===== src/rtl/mux_sample_shifter.sv =====
// Serial capture stage behind the switch-driven 2-to-1 mux: samples the mux output
// at a divided rate into a WIDTH-bit word and reports the word, its popcount and status.
module mux_sample_shifter #(
  parameter int WIDTH = 8,
  parameter int DIV   = 4
) (
  input  logic                       Clock,
  input  logic                       Resetn,
  input  logic                       mux_in,
  input  logic                       start,
  output logic [WIDTH-1:0]           data_out,
  output logic [$clog2(WIDTH+1)-1:0] ones_count,
  output logic                       busy,
  output logic                       done
);

  localparam int CNT_W = $clog2(WIDTH + 1);
  localparam int DIV_W = (DIV > 1) ? $clog2(DIV) : 1;
  localparam logic [DIV_W-1:0] DIV_LAST = DIV_W'(DIV - 1);
  localparam logic [CNT_W-1:0] BIT_LAST = CNT_W'(WIDTH - 1);

  typedef enum logic [1:0] {
    ST_IDLE  = 2'b00,
    ST_SHIFT = 2'b01,
    ST_DONE  = 2'b10
  } state_t;

  state_t             state_r;
  state_t             state_nxt_s;
  logic               mux_sync1_r;
  logic               mux_sync2_r;
  logic               start_sync1_r;
  logic               start_sync2_r;
  logic               start_sync3_r;
  logic               mux_s;
  logic               start_pulse_s;
  logic               start_capture_s;
  logic               tick_s;
  logic               last_tick_s;
  logic [DIV_W-1:0]   div_cnt_r;
  logic [CNT_W-1:0]   bit_cnt_r;
  logic [CNT_W-1:0]   acc_r;
  logic [WIDTH-1:0]   sr_r;
  logic [WIDTH-1:0]   data_out_r;
  logic [CNT_W-1:0]   ones_count_r;
  logic               busy_r;
  logic               done_r;

  // Synchronize the switch-derived inputs; the third start flop gives a one-cycle rising-edge pulse.
  always_ff @(posedge Clock or negedge Resetn) begin
    if (!Resetn) begin
      mux_sync1_r   <= 1'b0;
      mux_sync2_r   <= 1'b0;
      start_sync1_r <= 1'b0;
      start_sync2_r <= 1'b0;
      start_sync3_r <= 1'b0;
    end else begin
      mux_sync1_r   <= mux_in;
      mux_sync2_r   <= mux_sync1_r;
      start_sync1_r <= start;
      start_sync2_r <= start_sync1_r;
      start_sync3_r <= start_sync2_r;
    end
  end

  assign mux_s         = mux_sync2_r;
  assign start_pulse_s = start_sync2_r & ~start_sync3_r;
  assign tick_s        = (state_r == ST_SHIFT) && (div_cnt_r == DIV_LAST);
  assign last_tick_s   = tick_s && (bit_cnt_r == BIT_LAST);

  // State register.
  always_ff @(posedge Clock or negedge Resetn) begin
    if (!Resetn) begin
      state_r <= ST_IDLE;
    end else begin
      state_r <= state_nxt_s;
    end
  end

  // Next-state logic; start pulses seen while shifting are deliberately dropped.
  always_comb begin
    state_nxt_s     = state_r;
    start_capture_s = 1'b0;
    case (state_r)
      ST_IDLE, ST_DONE: begin
        if (start_pulse_s) begin
          state_nxt_s     = ST_SHIFT;
          start_capture_s = 1'b1;
        end else begin
          state_nxt_s     = state_r;
        end
      end
      ST_SHIFT: begin
        if (last_tick_s) begin
          state_nxt_s = ST_DONE;
        end else begin
          state_nxt_s = ST_SHIFT;
        end
      end
      default: begin
        state_nxt_s = ST_IDLE;
      end
    endcase
  end

  // Sample datapath: rate divider, shift register, popcount accumulator and the published result.
  always_ff @(posedge Clock or negedge Resetn) begin
    if (!Resetn) begin
      div_cnt_r    <= {DIV_W{1'b0}};
      bit_cnt_r    <= {CNT_W{1'b0}};
      acc_r        <= {CNT_W{1'b0}};
      sr_r         <= {WIDTH{1'b0}};
      data_out_r   <= {WIDTH{1'b0}};
      ones_count_r <= {CNT_W{1'b0}};
    end else if (start_capture_s) begin
      div_cnt_r <= {DIV_W{1'b0}};
      bit_cnt_r <= {CNT_W{1'b0}};
      acc_r     <= {CNT_W{1'b0}};
      sr_r      <= {WIDTH{1'b0}};
    end else if (tick_s) begin
      div_cnt_r <= {DIV_W{1'b0}};
      bit_cnt_r <= bit_cnt_r + {{(CNT_W-1){1'b0}}, 1'b1};
      acc_r     <= acc_r + {{(CNT_W-1){1'b0}}, mux_s};
      sr_r      <= {sr_r[WIDTH-2:0], mux_s};
      // The result is published only on the final sample so readers never see a partial word.
      if (last_tick_s) begin
        data_out_r   <= {sr_r[WIDTH-2:0], mux_s};
        ones_count_r <= acc_r + {{(CNT_W-1){1'b0}}, mux_s};
      end else begin
        data_out_r   <= data_out_r;
        ones_count_r <= ones_count_r;
      end
    end else if (state_r == ST_SHIFT) begin
      div_cnt_r <= div_cnt_r + {{(DIV_W-1){1'b0}}, 1'b1};
    end else begin
      div_cnt_r <= div_cnt_r;
    end
  end

  // Status flags registered from the next state so they track state_r exactly.
  always_ff @(posedge Clock or negedge Resetn) begin
    if (!Resetn) begin
      busy_r <= 1'b0;
      done_r <= 1'b0;
    end else begin
      busy_r <= (state_nxt_s == ST_SHIFT);
      done_r <= (state_nxt_s == ST_DONE);
    end
  end

  assign data_out   = data_out_r;
  assign ones_count = ones_count_r;
  assign busy       = busy_r;
  assign done       = done_r;

endmodule


===== config.mk =====
export PLATFORM = sky130hd
export DESIGN_NAME = mux_sample_shifter
export DESIGN_NICKNAME = d
export VERILOG_FILES = /design/src/rtl/mux_sample_shifter.sv
export SDC_FILE = /design/constraint.sdc
export NUM_CORES = 1
export LEC_CHECK = 0
export ABC_CLOCK_PERIOD_IN_PS = 1600
export BUFFER_PORTS_ARGS = -buffer_cell sky130_fd_sc_hd__buf_2
export CAP_MARGIN = 20
export CORE_ASPECT_RATIO = 0.75
export CORE_MARGIN = 5
export CORE_UTILIZATION = 50
export CTS_CLUSTER_DIAMETER = 60
export CTS_CLUSTER_SIZE = 16
export DETAILED_ROUTE_END_ITERATION = 6
export PLACE_DENSITY = 0.84
export SETUP_SLACK_MARGIN = 0.02
export SLEW_MARGIN = 15
export SYNTH_ARGS = -nofsm -noshare
export SYNTH_HDL_FRONTEND = slang
export SYNTH_SLANG_ARGS = --single-unit
export TNS_END_PERCENT = 1

===== constraint.sdc =====
create_clock -name Clock -period 1.6 [get_ports Clock]
set_input_delay 0.16 -clock Clock [delete_from_list [all_inputs] [get_ports Clock]]
set_output_delay 0.16 -clock Clock [all_outputs]
set_load 0.1 [all_outputs]

# Word level (Yosys, flattened, before mapping)
# Index checks and enable logic that the tools add are counted.
word_totals:
  register_bits: 38
  inputBits: 4
  out_inout_bits: 14
  word_cells: 47
op_classes:
  n_addsub: 3
  n_eq_ne: 6
  muxes: 14
  bitwise: 3
  reduce_logical: 7
ops:
  columns: ["cell", "count"]
  rows:
  - ["2-to-1 mux 4 bit", 4]
  - ["2-to-1 mux 7 bit", 2]
  - ["2-to-1 mux 2 bit", 5]
  - ["== test 2 bit, second input constant", 3]
  - ["adder 4 x 1 -> 4 bit", 1]
  - ["adder 4 x 1 -> 4 bit, second input constant", 1]
  - ["== test 2 x 1 -> 1 bit, second input constant", 2]
  - ["== test 4 x 3 -> 1 bit, second input constant", 1]
  - ["case mux 2 bit (2 select lines)", 1]
  - ["AND reduction 3 bit", 1]
  - ["nonzero test 3 bit", 1]
  - ["adder 2 x 1 -> 2 bit, second input constant", 1]
  - ["logical AND 1 bit", 2]
  - ["logical NOT 2 bit", 1]
  - ["2-to-1 mux 1 bit", 2]
  - ["NOT 1 bit", 2]
  - ["nonzero test 2 bit", 1]
  - ["OR reduction 2 bit", 1]
  - ["AND 1 bit", 1]

# Depth between registers and ports, before layout
# Gate-level depths: netlist of run 1.
logic_depth:
  depth_word: 6
  mapped_depth: 6
  depth_no_buf: 4

# Worst setup path after synthesis of run 1
# OpenSTA, ideal clock, no wires.
synth_timing:
  kind: "register to register"
  startpoint: "reg div_cnt_r[0]"
  endpoint: "reg data_out_r[5], in the netlist data_out[5]"
  setup_ns: 0.126
  arrival_time_ns: 1.458
  required_ns: 1.474
  setup_slack_ns: 0.016
  stages_incl_launch_ff: 6
  n_path_buf: 1
  period_less_slack_ns: 1.584
  cell_sequence: "dfrtp_1 -> ha_1 -> nand3b_4 -> nor3_4 -> buf_8 -> mux2_4"
synth_via:
  elab_chain_cells: 4
synth_lines:
  columns: ["item", "line", "rtl"]
  rows:
  - ["start, declared", "40", "logic [DIV_W-1:0] div_cnt_r;"]
  - ["start signal, assigned", "109", "div_cnt_r <= {DIV_W{1'b0}};"]
  - ["start signal, assigned", "116", "div_cnt_r <= {DIV_W{1'b0}};"]
  - ["start signal, assigned", "121", "div_cnt_r <= {DIV_W{1'b0}};"]
  - ["== test 2 bit *", "68", "assign tick_s = (state_r == ST_SHIFT) && (div_cnt_r == DIV_LAST);"]
  - ["logical AND 1 bit *", "68", null]
  - ["logical AND 1 bit", "69", "assign last_tick_s = tick_s && (bit_cnt_r == BIT_LAST);"]
  - ["AND reduction 3 bit (no line) *", null, null]
  - ["end signal, assigned", "113", "data_out_r <= {WIDTH{1'b0}};"]
  - ["end signal, assigned", "127", "data_out_r <= {sr_r[WIDTH-2:0], mux_s};"]
  - ["end signal, assigned", "130", "data_out_r <= data_out_r;"]
  - ["end, declared", "44", "logic [WIDTH-1:0] data_out_r;"]
# Mark *: on every way between the ends. The rest lies on a longest branch, timed or not.
# A chain may end at the register's enable or synchronous reset.

# Final worst setup path of run 1
layout_timing:
  startpoint: "reg div_cnt_r[1]"
  endpoint: "reg acc_r[2]"
layout_via:
  elab_chain_cells: 3
layout_lines:
  columns: ["item", "line", "rtl"]
  rows:
  - ["== test 2 bit", "68", null]
  - ["logical AND 1 bit", "68", null]
  - ["nonzero test 2 bit (no line)", null, null]
  - ["end signal, assigned", "111", "acc_r <= {CNT_W{1'b0}};"]
  - ["end signal, assigned", "118", "acc_r <= {CNT_W{1'b0}};"]
  - ["end signal, assigned", "123", "acc_r <= acc_r + {{(CNT_W-1){1'b0}}, mux_s};"]
  - ["end, declared", "42", "logic [CNT_W-1:0] acc_r;"]
# No other way between the ends.

==> metrics.md, run 1 <==
| Metric | Value |
|---|---|
| CP Capture Type | `register` |
| Drt drc | `0` |
| Antenna-violating nets left | `0` |
| Share of the synthesized area in the top cell type | `between 60 and 70%` |
| Total track usage | `16.1%` |
| Final core occ | `66.1%` |
| Port Buffer Count | `17` |
| CP Data Required Time | `1.78 ns` |
| Total of max-cap violations | `0` |
| Overflow after GRT | `0` |
| Fin crit period | `between 1.5 and 2 ns` |
| CP max FO | `7` |
| Setup_tns | `0 ns` |
| Flops & latches, synth | `38` |
| Mapped Area | `1530 um^2` |
| Pwr Density | `1990 nW/um^2` |
| Vias per cell | `about 5.4` |
| Rows | `17` |
| Routed wire length | `2.95 mm` |
| Max Freq | `0.654 GHz` |
| Sequential area share after synthesis | `62.1%` |
| Global-route wire length before repair | `5.00 mm` |
| DIE HEIGHT | `57.9 um` |
| Peak supply drop | `1.18 mV` |
| # clock sinks | `38` |
| Synth unique cells | `28` |
| Die width | `73.9 um` |
| Worst-Margin Slew | `approximately 0.49 ns` |
| CP Launch Type | `register` |
| Mapped Cells | `102` |
| Cells taking the most area after synthesis | `dfrtp_1 (62%), a22o_1 (6.3%), mux2_4 (5.9%)` |
| Most used cell, CP | `buf_4` |
| LEAKAGE | `between 0.9 and 1 nW` |
| Synth Net Count | `110` |
| Via Count | `949` |
| RSZ-0062 raised after global routing | `yes` |
| Layout area overhead | `26.7%` |
| Top delay family on crit path | `flip-flops` |
| Synth Flop Type | `dfrtp_1` |
| Vias in the first global route | `1014` |
| Number of synthesized flops with an enable pin | `0` |
| CP Class | `reg -> reg` |
| Core Region | `between 2000 and 3000 um^2` |
| Clock Skew | `0.00490 ns` |
| Final period util | `between 90% and 100%` |
| CTS HTree Levels | `2` |
| DR iter-0 viols | `38` |
| Initial Util | `a little over half` |
| Critical path cell sequence | `ha_4 -> buf_4 -> and3b_2 -> nor2_1 -> buf_4 -> a211o_1` |
| Synthesized area per cell | `15.0 um^2` |
| Worst Hold Class | `in -> async` |
| Post-Place Cells | `161` |
| Clk Tree Root Cell | `clkbuf_8` |
| CTS tree | `built` |
| Clock buffer depth | `2` |
| Max_slew headroom | `67.5%` |
| Io pins | `18` |
| Initial antenna violation count | `0` |
| Slew Limit Fails | `0` |
| Post-synth top area cell | `dfrtp_1` |
| Setup violators final | `0` |
| Nets | `146` |
| Buf/Inv on CP | `2` |
| Async set-or-reset flop fraction in the synthesized netlist | `100%` |
| Final hold slack | `0.353 ns` |
| Die area | `between 4000 and 5000 um^2` |
| Max stage delay on crit path | `0.41 ns` |
| Crit path DAT | `1.71 ns` |
| FF-to-FF setup slack | `between 0.07 and 0.08 ns` |
| Slowest-stage cell, CP | `dfrtp_1` |
| Syn. warnings | `0` |
| GP Congestion | `0.825` |
| Pre-antenna DRT Iters | `4` |
| # diodes | `0` |
| Largest net degree at the start of global routing | `21` |
| Status | `complete, no violations` |
| Post-DP HPWL | `2.09 mm` |
| CTS buffer count | `5` |
| Non-filler instance count after layout | `about 180` |
| Hold violation count in the final report | `0` |
| Filler cell count | `212` |
| Clock latency at the later pin of the worst-skew pair | `between 0.2 and 0.3 ns` |
| Layout cells sized above 1 | `41.0%` |
| Wirelength per Cell | `16.6 um` |
| Clock transition at path regs | `0.08 ns` |
## kinds of logic after synthesis
kind of cell,Yosys count,share of synthesized area (%)
flops,38,62.1
compound gates,21,10.8
simple gates,16,8.17
mux,13,10.9
buf+inv,6,2.45
xor+xnor,4,2.29
fa+ha+maj,4,3.27
## layout make-up
| class | instances | area, um^2 | share of cell area (%) |
|---|---|---|---|
| Clock buffer | 6 | 82.6 | 4.26 |
| Timing Repair Buffer | 33 | 233 | 12.0 |
| Inverter | 2 | 7.51 | 0.387 |
| Multi-Input combinational cell | 58 | 559 | 28.8 |
| Tap cell | 38 | 47.5 | 2.45 |
| Clock inverter | 2 | 60.1 | 3.09 |
| Sequential cell | 38 | 951 | 49.0 |
## state kept, by name, indices dropped and copies added, names as in the netlist, 2 cells and up
| register | count |
|---|---|
| data_out | 8 |
| sr_r | 7 |
| acc_r | 4 |
| bit_cnt_r | 4 |
| ones_count | 4 |
| div_cnt_r | 2 |
| state_r | 2 |
## synthesized netlist by cell type (3+ instances only)
| cell | number |
|---|---|
| a22o_1 | 11 |
| buf_2 | 3 |
| nor2_1 | 3 |
| ha_1 | 4 |
| dfrtp_1 | 38 |
| mux2_4 | 6 |
| mux2_2 | 6 |
## cells in the final DEF, fill, tap and decap left out, types with 3 or more instances in the layout
master,Yosys,final
dfrtp_1,38,38
clkbuf_8,0,6
mux2_4,6,7
buf_4,0,10
a22o_1,11,11
mux2_2,6,5
ha_1,4,3
nor2_1,3,3
dlygate4sd3_1,0,3
buf_2,3,17
## worst reg2reg max path: stages, from the launching register on
cell	delay, ns
dfrtp_1	0.41
ha_4	0.17
buf_4	0.09
and3b_2	0.20
nor2_1	0.07
buf_4	0.17
a211o_1	0.30
## stage by stage
stage                     instance area [um^2]  power [mW]  setup slack (ns)
after global routing                      1940        4.06           0.00618
after detailed placement                  1710        2.76            0.0481
after CTS                                 1880        3.78            0.0382
final                                     1940        3.86            0.0703
after global placement                    1710        2.68             0.122
after floorplan                           1530        2.42            0.0647
## layer usage
layer  global-route usage, %  routed length, um  up-vias  share of wire [%]
li1                        -                  -      443                  -
met1                    19.5               1310      479                 44
met2                    25.1               1440       20                 49
met3                    7.11                153        7                5.2
met4                    6.20                 49        0                1.7
met5                       0                  0        -                  0
## final timing paths
path                                            endpoint                      from  cells past startpoint
min in group Clock               start_sync2_r$_DFF_PN0_   start_sync1_r$_DFF_PN0_                      0
worst max-delay path                acc_r[2]$_DFFE_PN0P_  div_cnt_r[1]$_DFFE_PN0P_                      6
worst min-delay path             start_sync3_r$_DFF_PN0_                    Resetn                      2
max in group asynchronous       bit_cnt_r[0]$_DFFE_PN0P_                    Resetn                      3
worst min register to register   start_sync2_r$_DFF_PN0_   start_sync1_r$_DFF_PN0_                      0
worst max register to register      acc_r[2]$_DFFE_PN0P_  div_cnt_r[1]$_DFFE_PN0P_                      6
## report_power, final
| group | switching [mW] | internal [mW] |
|---|---|---|
| clock network | 0.345 | 0.665 |
| registers | 0.223 | 1.22 |
| logic | 0.888 | 0.520 |
| total | 1.46 | 2.40 |
## repair_timing
action | 4_1_cts | 5_1_grt
setup buffers | 0 | 5
endpoints found under the setup margin | 0 | 11
hold buffers | 3 | 0
endpoints found under the hold margin | 21 | 0
gates resized for setup | 0 | 5
(Power assumes the default switching activity.)
==> run 2, diff against run 1 <==
Settings changed: ABC_AREA set to 1.
==> run 2 against run 1 <==
  * Final area shrank 6.4%
  * Count of clock-buffer cells in the layout did not move
  * Critical path depth fell by 1
  * Clock power decreased by 20%
  * Sequential power decreased by 4%
  * Non-clock buffer count is 11 lower
  * Cell count increased by 16%
  * Sequential share of layout area increased by 3.4 points
  * Critical path type unchanged
==> metrics.md, run 2 <==
| Metric | Value |
|---|---|
| Peak supply drop | `1.09 mV` |
| Synth unique cells | `19` |
| Flops & latches, synth | `38` |
| Clk Tree Root Cell | `clkbuf_8` |
| Core Region | `2960 um^2` |
| Commonest non-fill, non-tap cell in the layout | `dfrtp_1` |
| Async set-or-reset flop fraction in the synthesized netlist | `100%` |
| Multi-input gate area | `approximately 490 um^2` |
| CTS resizes | `0` |
| Psw | `1.46 mW` |
| Vias in the first global route | `1091` |
| CTS buffer count | `5` |
| Most frequent cells in the layout | `dfrtp_1 (38), nand2_1 (35), inv_1 (18)` |
| RSZ-0062 raised after global routing | `no` |
| Initial antenna violation count | `0` |
| Io pins | `18` |
| Initial Util | `between 50% and 60%` |
| Nets | `176` |
| Critical path cell sequence | `ha_1 -> nand3_2 -> clkinv_2 -> nand2_4 -> o21ai_0` |
| Drt drc | `0` |
| Rows | `17` |
| LEAKAGE | `0.970 nW` |
| CP Capture Type | `register` |
| Crit path DAT | `1.62 ns` |
| R2r startpoint | `div_cnt_r[0]$_DFFE_PN0P_` |
| Synth Flop Type | `dfrtp_1` |
| # diodes | `0` |
| Antenna-violating nets left | `0` |
| Pre-antenna DRT Iters | `4` |
| Sequential cell area | `~950 um^2` |
| Setup_tns | `0 ns` |
| Setup violators final | `0` |
| Layout area overhead | `17.5%` |
| Vias per cell | `between 5 and 6` |
| Sequential area share after synthesis | `about three fifths` |
| Pwr Density | `1930 nW/um^2` |
| Synth Net Count | `151` |
| Worst reg2reg endpoint | `done$_DFF_PN0_` |
| CTS tree | `built` |
| Status | `complete, no violations` |
| CP Launch Type | `register` |
| CP Data Required Time | `1.75 ns` |
| Routed wire length | `2.73 mm` |
| Filler cell count | `235` |
| Max Freq | `0.683 GHz` |
| Final period util | `between 90% and 100%` |
| P_int | `slightly above 2 mW` |
| FF-to-FF setup slack | `0.14 ns` |
| Largest net degree at the start of global routing | `25` |
| GP Congestion | `0.812` |
| CP max FO | `24` |
| Die width | `74.2 um` |
| Worst-Margin Slew | `0.487 ns` |
| Cells taking the most area after synthesis | `dfrtp_1 (62%), nand2_1 (8.5%), o21ai_2 (5.7%)` |
| Non-filler instance count after layout | `206` |
| Worst Hold Class | `in -> async` |
| Combinational share of power | `between 30% and 40%` |
| Post-synth top area cell | `dfrtp_1` |
| Mapped Cells | `about 140` |
| Sw frac | `a little over two fifths` |
| Clock buffer depth | `2` |
| DR iter-0 viols | `59` |
| Die area | `4310 um^2` |
| Cell with the most instances after synthesis | `dfrtp_1` |
| Synthesized area per cell | `~11 um^2` |
| Final hold slack | `0.337 ns` |
| Slew Limit Fails | `0` |
| Port Buffer Count | `17` |
| Global-route wire length before repair | `5.04 mm` |
| DIE HEIGHT | `58.1 um` |
| Mapped Area | `1550 um^2` |
| Max_slew headroom | `between 60% and 70%` |
| Clock network power share | `between 20% and 30%` |
| Total track usage | `~16%` |
| Total of max-cap violations | `0` |
| Clock Skew | `a little over 0.009 ns` |
| Hold violation count in the final report | `0` |
| Overflow after GRT | `0` |
| Top post-synthesis cells by count | `dfrtp_1 (38), nand2_1 (35), inv_1 (18)` |
| Wirelength per Cell | `13.3 um` |
| Share of the synthesized area in the top cell type | `61.5%` |
| Syn. warnings | `0` |
| Slowest-stage cell, CP | `dfrtp_1` |
| Fin crit period | `1.46 ns` |
| Number of synthesized flops with an enable pin | `0` |
| Layout cells sized above 1 | `24.4%` |
| Post-Place Cells | `196` |
| Clock latency at the later pin of the worst-skew pair | `0.29 ns` |
| # clock sinks | `38` |
| Clock transition at path regs | `0.07 ns` |
| Register-to-Register Path Depth | `5` |
| Setup Buffers After CTS | `0` |
| CTS HTree Levels | `2` |
| Buf/Inv on CP | `1` |
| Max stage delay on crit path | `about 0.40 ns` |
| Max reg flops | `8` |
| CP Class | `reg -> reg` |
| Top delay family on crit path | `simple AND/OR/NAND/NOR gates` |
| CTS hold repair buffers | `3` |
| Sequential power share | `39.2%` |
| Via Count | `1048` |
| Post-DP HPWL | `~2.0 mm` |
run 2: cell families (layout without fill, tap and decap cells):
family / count (synthesis) / count (layout) / synth area share (%)
AOI/OAI and AO/OA: 24 / 24 / 10.9
xor gates and xnor gates: 3 / 3 / 1.70
adders and majority gates: 4 / 4 / 3.24
buffers and inverters: 23 / 48 / 6.80
DFF: 38 / 38 / 61.5
muxes: 1 / 1 / 0.648
and+or+nand+nor: 50 / 50 / 15.1
run 2: how the worst max path moves through the flow:
stage	cells after the start	end	from	slack, ns
3_5_place_dp	5	done$_DFF_PN0_	div_cnt_r[0]$_DFFE_PN0P_	0.14
6_report	5	done$_DFF_PN0_	div_cnt_r[0]$_DFFE_PN0P_	0.14
4_1_cts	5	done$_DFF_PN0_	div_cnt_r[0]$_DFFE_PN0P_	0.12
2_1_floorplan	7	data_out[4]$_DFFE_PN0P_	div_cnt_r[0]$_DFFE_PN0P_	0.39
3_3_place_gp	5	done$_DFF_PN0_	div_cnt_r[0]$_DFFE_PN0P_	0.22
5_1_grt	5	done$_DFF_PN0_	div_cnt_r[0]$_DFFE_PN0P_	0.04
run 2: worst reg2reg max path, cell delays in order, from the launching register on:
cell and delay (ns):
dfrtp_1 0.40, ha_1 0.22, nand3_2 0.16, clkinv_2 0.13
nand2_4 0.26, o21ai_0 0.15
run 2: through the flow:
stage                     power (mW)  utilization (%)  cell area, um^2  worst slack [ns]
after floorplan                 2.44                -             1550             0.388
after global placement          2.65             56.6             1670             0.225
after detailed placement        2.71             56.6             1670             0.142
after CTS                       3.54             61.4             1820             0.123
after global routing            3.74             61.4             1820            0.0384
final                           3.51             61.4             1820             0.136
run 2: cell type report:
cell class                 instances  area share, %
sequential                        38           52.4
multi-input combinational         82           26.9
timing repair buffer              22           7.86
clock buffer                       6           4.55
inverter                          19           4.00
tap                               38           2.62
clock inverter                     1           1.65
run 2: per-layer routing:
metal	vias to the layer above	share of wire [%]	track usage (%)
met5	-	0	0
met4	0	1.4	4.65
met3	5	6.0	6.76
met2	21	46	23.6
met1	506	46	20.8
li1	516	-	-
run 2: power groups by stage:
stage	Combinational, mW	Sequential, mW	Clock [mW]
4_1_cts	1.33	1.37	0.828
3_5_place_dp	1.32	1.39	0
3_3_place_gp	1.27	1.37	0
5_1_grt	1.45	1.41	0.878
2_1_floorplan	0.606	1.83	0
6_report	1.32	1.38	0.813
